<file path="config.mk">
export PLATFORM = sky130hd
export DESIGN_NAME = spmv_csr_fetch
export DESIGN_NICKNAME = d
export VERILOG_FILES = /design/src/rtl/spmv_csr_fetch.sv
export SDC_FILE = /design/constraint.sdc
export NUM_CORES = 1
export LEC_CHECK = 0
export CORE_MARGIN = 2
export CORE_UTILIZATION = 45
export DETAILED_ROUTE_END_ITERATION = 8
export PLACE_DENSITY = 0.75
export SLEW_MARGIN = 15
export SYNTH_ARGS = -nofsm -noshare
export SYNTH_HDL_FRONTEND = slang
export SYNTH_SLANG_ARGS = --single-unit
</file>
<file path="constraint.sdc">
create_clock -name i_clk -period 4.1 [get_ports i_clk]
set_input_delay 0.615 -clock i_clk [delete_from_list [all_inputs] [get_ports i_clk]]
set_output_delay 0.615 -clock i_clk [all_outputs]
set_load 0.005 [all_outputs]
</file>
<file path="src/rtl/spmv_csr_fetch.sv">
// rtl/spmv_csr_fetch.sv - CSR operand fetch stage feeding FP16 pairs to the SpMV core
module spmv_csr_fetch #(
    parameter int ELEM_CYCLES = 7
) (
    input  logic         i_clk,
    input  logic         i_rstn,
    input  logic         i_start,
    output logic         o_ptr_rd,
    output logic [4:0]   o_ptr_addr,
    input  logic [7:0]   i_ptr_data,
    output logic         o_val_rd,
    output logic [7:0]   o_val_addr,
    input  logic [15:0]  i_val_data,
    input  logic [3:0]   i_col_data,
    output logic         o_vec_rd,
    output logic [3:0]   o_vec_addr,
    input  logic [15:0]  i_vec_data,
    output logic [15:0]  o_read_data_A,
    output logic [15:0]  o_read_data_B,
    output logic [7:0]   o_count,
    output logic [135:0] o_row_ptr,
    output logic         o_core_start,
    output logic         o_busy,
    output logic         o_done,
    output logic         o_err
);
    typedef enum logic [2:0] {
        S_IDLE, S_LOAD_PTR, S_FA, S_FX, S_FB, S_HOLD, S_DONE
    } state_e;

    // HOLD lasts ELEM_CYCLES-3 cycles; the counter runs down to zero inclusive.
    localparam logic [7:0] HOLD_INIT = (ELEM_CYCLES > 3) ? 8'(ELEM_CYCLES - 4) : 8'd0;

    state_e         state_q, state_d;
    logic [4:0]     idx_q, idx_d;
    logic [7:0]     count_q, count_d;
    logic [7:0]     hold_q, hold_d;
    logic [15:0]    a_q, a_d;
    logic [15:0]    data_a_q, data_a_d;
    logic [15:0]    data_b_q, data_b_d;
    logic [135:0]   row_ptr_q, row_ptr_d;
    logic           bad_q, bad_d;
    logic           err_q, err_d;
    logic           core_start_q, core_start_d;

    logic [4:0]     cap_idx;
    logic [4:0]     prev_idx;
    logic [7:0]     prev_ptr;
    logic [7:0]     nnz;

    // Pointer byte returning this cycle belongs to the address issued one cycle earlier.
    assign cap_idx  = idx_q - 5'd1;
    assign prev_idx = idx_q - 5'd2;
    assign prev_ptr = 8'(row_ptr_q >> {prev_idx, 3'b000});
    assign nnz      = row_ptr_q[135:128];

    assign o_read_data_A = data_a_q;
    assign o_read_data_B = data_b_q;
    assign o_count       = count_q;
    assign o_row_ptr     = row_ptr_q;
    assign o_core_start  = core_start_q;
    assign o_err         = err_q;
    assign o_busy        = (state_q != S_IDLE);
    assign o_done        = (state_q == S_DONE);

    always_comb begin
        state_d      = state_q;
        idx_d        = idx_q;
        count_d      = count_q;
        hold_d       = hold_q;
        a_d          = a_q;
        data_a_d     = data_a_q;
        data_b_d     = data_b_q;
        row_ptr_d    = row_ptr_q;
        bad_d        = bad_q;
        err_d        = err_q;
        core_start_d = 1'b0;
        o_ptr_rd     = 1'b0;
        o_ptr_addr   = '0;
        o_val_rd     = 1'b0;
        o_val_addr   = '0;
        o_vec_rd     = 1'b0;
        o_vec_addr   = '0;
        unique case (state_q)
            S_IDLE: begin
                if (i_start) begin
                    count_d   = '0;
                    data_a_d  = '0;
                    data_b_d  = '0;
                    row_ptr_d = '0;
                    err_d     = 1'b0;
                    bad_d     = 1'b0;
                    idx_d     = '0;
                    state_d   = S_LOAD_PTR;
                end
            end
            S_LOAD_PTR: begin
                if (idx_q <= 5'd16) begin
                    o_ptr_rd   = 1'b1;
                    o_ptr_addr = idx_q;
                end
                if (idx_q != 5'd0) begin
                    row_ptr_d = row_ptr_q | (136'(i_ptr_data) << {cap_idx, 3'b000});
                    if ((idx_q >= 5'd2) && (i_ptr_data < prev_ptr)) begin
                        bad_d = 1'b1;
                    end
                end
                idx_d = idx_q + 5'd1;
                if (idx_q == 5'd17) begin
                    if (bad_d) begin
                        err_d   = 1'b1;
                        state_d = S_DONE;
                    end else begin
                        core_start_d = 1'b1;
                        state_d      = (i_ptr_data == 8'd0) ? S_DONE : S_FA;
                    end
                end
            end
            S_FA: begin
                // count_q doubles as k: elements presented so far.
                o_val_rd   = 1'b1;
                o_val_addr = count_q;
                state_d    = S_FX;
            end
            S_FX: begin
                a_d        = i_val_data;
                o_vec_rd   = 1'b1;
                o_vec_addr = i_col_data;
                state_d    = S_FB;
            end
            S_FB: begin
                data_a_d = a_q;
                data_b_d = i_vec_data;
                count_d  = count_q + 8'd1;
                if (ELEM_CYCLES > 3) begin
                    hold_d  = HOLD_INIT;
                    state_d = S_HOLD;
                end else begin
                    state_d = (count_d == nnz) ? S_DONE : S_FA;
                end
            end
            S_HOLD: begin
                if (hold_q == 8'd0) begin
                    state_d = (count_q == nnz) ? S_DONE : S_FA;
                end else begin
                    hold_d = hold_q - 8'd1;
                end
            end
            S_DONE: begin
                state_d = S_IDLE;
            end
            default: begin
                state_d = S_IDLE;
            end
        endcase
    end

    always_ff @(posedge i_clk or negedge i_rstn) begin
        if (!i_rstn) begin
            state_q      <= S_IDLE;
            idx_q        <= '0;
            count_q      <= '0;
            hold_q       <= '0;
            a_q          <= '0;
            data_a_q     <= '0;
            data_b_q     <= '0;
            row_ptr_q    <= '0;
            bad_q        <= 1'b0;
            err_q        <= 1'b0;
            core_start_q <= 1'b0;
        end else begin
            state_q      <= state_d;
            idx_q        <= idx_d;
            count_q      <= count_d;
            hold_q       <= hold_d;
            a_q          <= a_d;
            data_a_q     <= data_a_d;
            data_b_q     <= data_b_d;
            row_ptr_q    <= row_ptr_d;
            bad_q        <= bad_d;
            err_q        <= err_d;
            core_start_q <= core_start_d;
        end
    end
endmodule

</file>
# == Yosys cells after proc, flatten, opt, wreduce, memory -nomap -nowiden ==
# Cells that the tools add are included.
# word_totals
out_inout_bits,200
word_cells,89
inputBits,47
regBits,211
# op_classes
n_addsub,5
muxes,38
magnitude_cmp,3
shift,2
n_eq_ne,14
n_reduce_logical,15
n_bitwise,1
# ops
op,n
136-bit 2-to-1 mux,2
136-bit one-hot mux with 2 select lines,1
136-bit OR,1
8-bit by 8-bit left shift with 136-bit output,1
136-bit by 8-bit >> shifter with 8-bit output,1
16-bit one-hot mux with 2 select lines,2
8-bit one-hot mux with 2 select lines,2
8-bit 2-to-1 mux,3
3-bit 2-to-1 mux,6
3-bit one-hot mux with 6 select lines,1
8-bit logical NOT,2
16-bit 2-to-1 mux,1
5-bit 2-to-1 mux,3
1-bit 2-to-1 mux,13
2-bit inequality test (second input constant),6
5-bit one-hot mux with 2 select lines,1
3-bit == test (second input constant),3
8-bit by 1-bit adder with 8-bit output (second input constant),1
8-bit == test,1
8-bit < comparator,1
8-bit by 1-bit subtractor with 8-bit output (second input constant),1
3-bit by 2-bit == test with 1-bit output (second input constant),2
2-bit AND reduction,3
3-bit AND reduction,2
other kinds (15),18

# == Logic depth before layout (Yosys ltp) ==
# logic_depth
ltp_word,10
ltp_mapped,15

# == Worst setup path before layout ==
# OpenSTA, ideal clock, no wires.
# synth_path
kind,reg2reg
start,register idx_q[1]
end,register core_start_q (netlist: o_core_start)
synth_period_minus_slack_ns,3.854
setup_slack_ns,0.246
path_stages_with_launch,15
required_time_ns,3.981
arrival_time_ns,3.735
n_path_buf,3
cell_sequence,dfrtp_1 > buf_2 > buf_2 > inv_1 > ha_1 > buf_6 > xor2_1 > mux4_1 > a21oi_1 > ha_1 > a21oi_1 > a21boi_0 > o41ai_1 > a41oi_1 > and2_1
# synth_via
elab_chain_cells,10
# synth_lines
element,line_no,source
"start, declared",35,"logic [4:0] idx_q, idx_d;"
"start signal, assigned",173,idx_q <= idx_d;
5-bit by 2-bit subtractor with 5-bit output,53,assign prev_idx = idx_q - 5'd2;
136-bit by 8-bit >> shifter with 8-bit output,54,"assign prev_ptr = 8'(row_ptr_q >> {prev_idx, 3'b000});"
8-bit < comparator,104,if ((idx_q >= 5'd2) && (i_ptr_data < prev_ptr)) begin
1-bit logical AND,104,
1-bit 2-to-1 mux,104,
1-bit 2-to-1 mux,102,if (idx_q != 5'd0) begin
1-bit 2-to-1 mux,84,unique case (state_q)
1-bit 2-to-1 mux,110,if (bad_d) begin
1-bit 2-to-1 mux (*),109,if (idx_q == 5'd17) begin
1-bit 2-to-1 mux (*),84,
via core_start_d,44,"logic core_start_q, core_start_d;"
"end signal, assigned",182,core_start_q <= core_start_d;
"end, declared",44,
# The timed path passes the listed nets; every way through them passes the cells marked *. The select of a mux whose other input is x is not followed.
# A chain may end at the register's enable or synchronous reset.

# == Worst setup path in the final report ==
# layout_path
start,register idx_q[2]
end,register core_start_q (netlist: o_core_start)
# Same word-level chain as after synthesis.

==> metrics <==
outcome complete, no violations; dpl cells 1,442; num ports 247; syn_nets 1,023; Via Count 8,684; Synth Warn # 0; final hold violation count 0; cell with the most instances after synthesis dfrtp_1; Synth Area in Compound Gates 0.1067; Adder-Cell Fraction of Synth Area 0.02078; clock root cell clkbuf_16; slack of the worst reg-to-reg path 170 ps; clock buffers created by TritonCTS 23; sequential fraction of the synthesis area 0.5159; ANT nets after route 0; DRT Pass-1 Iters 6; Cell Area, Synth 10,230 sq um; WL final 32.17 mm; max cap viols 0; die area 23,970 sq um; RD Place Congestion 0.8805; Clock Latency Late Sink 510 ps; Flop pwr share 0.348; sw frac 0.3859; chip width 154.8 microns; EDFF count, synth 0; vias in the first global route 8,632; Setup TNS Final 0 ps; pin count of the biggest net entering global routing 138; final setup fails 0; clk sinks 211; Initial Util 0.4548; Yosys top cell by area dfrtp_1; Fin Clk Skew 8.097 ps; LEAKAGE 6.129 nW; critical path fanouts, max 12; Post-CTS Setup Repair Bufs 0; P_int 0.005905 W; first-pass GRT wire length 50.11 mm; core area 22,500 sq um; Final #Nets 1,246; Synth area leaders dfrtp_1, mux4_2, a21oi_1; Post-Synth XOR/XNOR Area 0.02249; main combinational cell family by area after synthesis simple AND/OR/NAND/NOR gates; CTS tree built; Worst setup SP type flop; Synth Flop Type dfrtp_1; Worst VDD drop 0.3505 mV; CP arrival 4330 ps; Detail Placement HPWL 21.67 mm; mux cell area share after synthesis 0.1108; CTS Buffer Depth 3; register bit count reported by yosys 211; Worst Path Class, Setup reg2reg; GRT overflow 0; initial antenna violation count 0; Async S/R FF share, synth 1.000; Yosys top cell area share 0.5159; Slew Limit Fails 0; Final min period 3930 ps; H-Tree Depth 1; simple-gate area share of the yosys netlist 0.1878; Avg Inst Size Synth 10.67 sq um; die height 154.8 microns; clk slew on worst S/H paths 60 ps; multi-input logic area 4608 sq um; Total Routing Usage GR 0.2678; sw power 0.003710 W; combinational fraction of design power 0.448; DR iter-0 viols 848; worst path required time 4500 ps; I/O Buffers 246; FF/Latch Area 5281 sq um; wire length per cell 21.69 microns; layout cell share with drive strength beyond 1 0.1220; area growth from synthesis to layout 33.48%; Crit. End Element flop; Fill cells 1,764; worst rel slew slack 0.3230; Clk pwr share 0.203; final cell count without fillers 1,483; Synth Instances 959; Slew @ Worst Pin 1011 ps; Synth cell types 58; Tcrit/Tclk final 0.9585; commonest cells in the netlist dfrtp_1, nor2_1, a21oi_1, nand2_1, nand3_1; vias per cell 5.856; # DRC 0; Max Clock Freq 254.5 MHz; row cnt 55; hold crit path type in2async; RSZ-0062 raised after global routing false; pwr dens 703.7 nW/um^2
[state kept, by name, summed over array words and instances, names as in the netlist, 3 cells and up]
register	count
hold_q	8
idx_q	5
o_count	8
o_read_data_A	16
o_row_ptr	136
a_q	16
o_read_data_B	16
state_q	3
[per-stage QoR]
step	power [W]	setup slack (ps)	util	hold slack (ps)	instance area, sq um
2_1_floorplan	0.005716	245.7	-	319.4	10230
3_3_place_gp	0.007538	475.6	0.5759	441.0	12960
3_5_place_dp	0.007642	298.8	0.5759	449.4	12960
4_1_cts	0.009628	214.1	0.6069	238.4	13660
5_1_grt	0.01016	4.834	0.6070	248.5	13660
6_report	0.009614	170.0	0.6071	169.8	13660
[layout make-up]
type                    count  area share
well taps                 285     0.02610
flip-flops and latches    211      0.3866
clock inverters             7    0.003297
clock buffers              33     0.04781
multi-input cells         669      0.3373
inverters                   9    0.002473
repair buffers            268      0.1963
diodes                      1   0.0001832
[critical path, stage by stage (launching register included)]
cell and delay, ps:
dfrtp_1 510, inv_1 280, ha_2 350, xor2_1 180, buf_4 220, mux4_1 610, a21oi_1 210, ha_1 280
a21oi_1 150, a21boi_0 170, o41ai_1 570, a41oi_1 120, and2_1 180
[metal layers]
layer  vias to the layer above  GRT usage  wire, microns
met5                         -          0              0
met4                         0    0.07628            808
met3                        64    0.05492           3179
met2                       492     0.4216          14980
met1                      4307     0.3801          13200
li1                       3821          -              -
[repair_timing]
item / in CTS / in global routing
hold endpoints to repair: 0 / 0
gates resized for setup: 0 / 1
endpoints found under the setup margin: 0 / 3
hold buffers: 0 / 0
[power groups by stage]
stage	Combinational [W]	Sequential [W]	Clock [W]
2_1_floorplan	0.00253	0.00318	0
3_3_place_gp	0.00420	0.00334	0
3_5_place_dp	0.00429	0.00335	0
4_1_cts	0.00432	0.00334	0.00197
5_1_grt	0.00466	0.00343	0.00206
6_report	0.00431	0.00335	0.00195
[logic make-up (layout without fill, tap and decap cells)]
family	count (synthesis)	after routing
AND/OR/NAND/NOR	373	373
adder cells (fa/ha/maj)	17	17
multiplexers	63	63
buffers and inverters	79	317
AO/OA/AOI/OAI	194	194
XOR/XNOR	22	22
other	0	1
flip-flops	211	211
[cell usage in the layout, fill, tap and decap left out, types with 6 or more instances in the layout]
| cell type | instances |
|---|---|
| nor2_1 | 154 |
| xor2_1 | 16 |
| ha_1 | 16 |
| mux4_2 | 36 |
| clkbuf_1 | 6 |
| and3_1 | 9 |
| clkdlybuf4s50_1 | 245 |
| nor3_1 | 8 |
| buf_4 | 18 |
| nand2_1 | 85 |
| nand4_1 | 6 |
| and2_1 | 17 |
| o21ai_0 | 17 |
| mux2_2 | 16 |
| dfrtp_1 | 210 |
| nand3_1 | 44 |
| nor4_4 | 9 |
| mux2i_1 | 9 |
| nor3_4 | 7 |
| a21oi_1 | 153 |
| inv_1 | 9 |
| clkbuf_16 | 23 |
[path summary, 6_finish.rpt]
path,from,end,cells after the start
hold / removal,i_rstn,hold_q[4],1
min in group i_clk,a_q[12],o_read_data_A[12],2
max in group asynchronous,i_rstn,o_row_ptr[12],2
hold reg to reg,a_q[12],o_read_data_A[12],2
setup reg to reg,idx_q[2],o_core_start,12
setup / recovery,idx_q[2],o_core_start,12
Note: power is estimated with default switching activity, not from simulation.
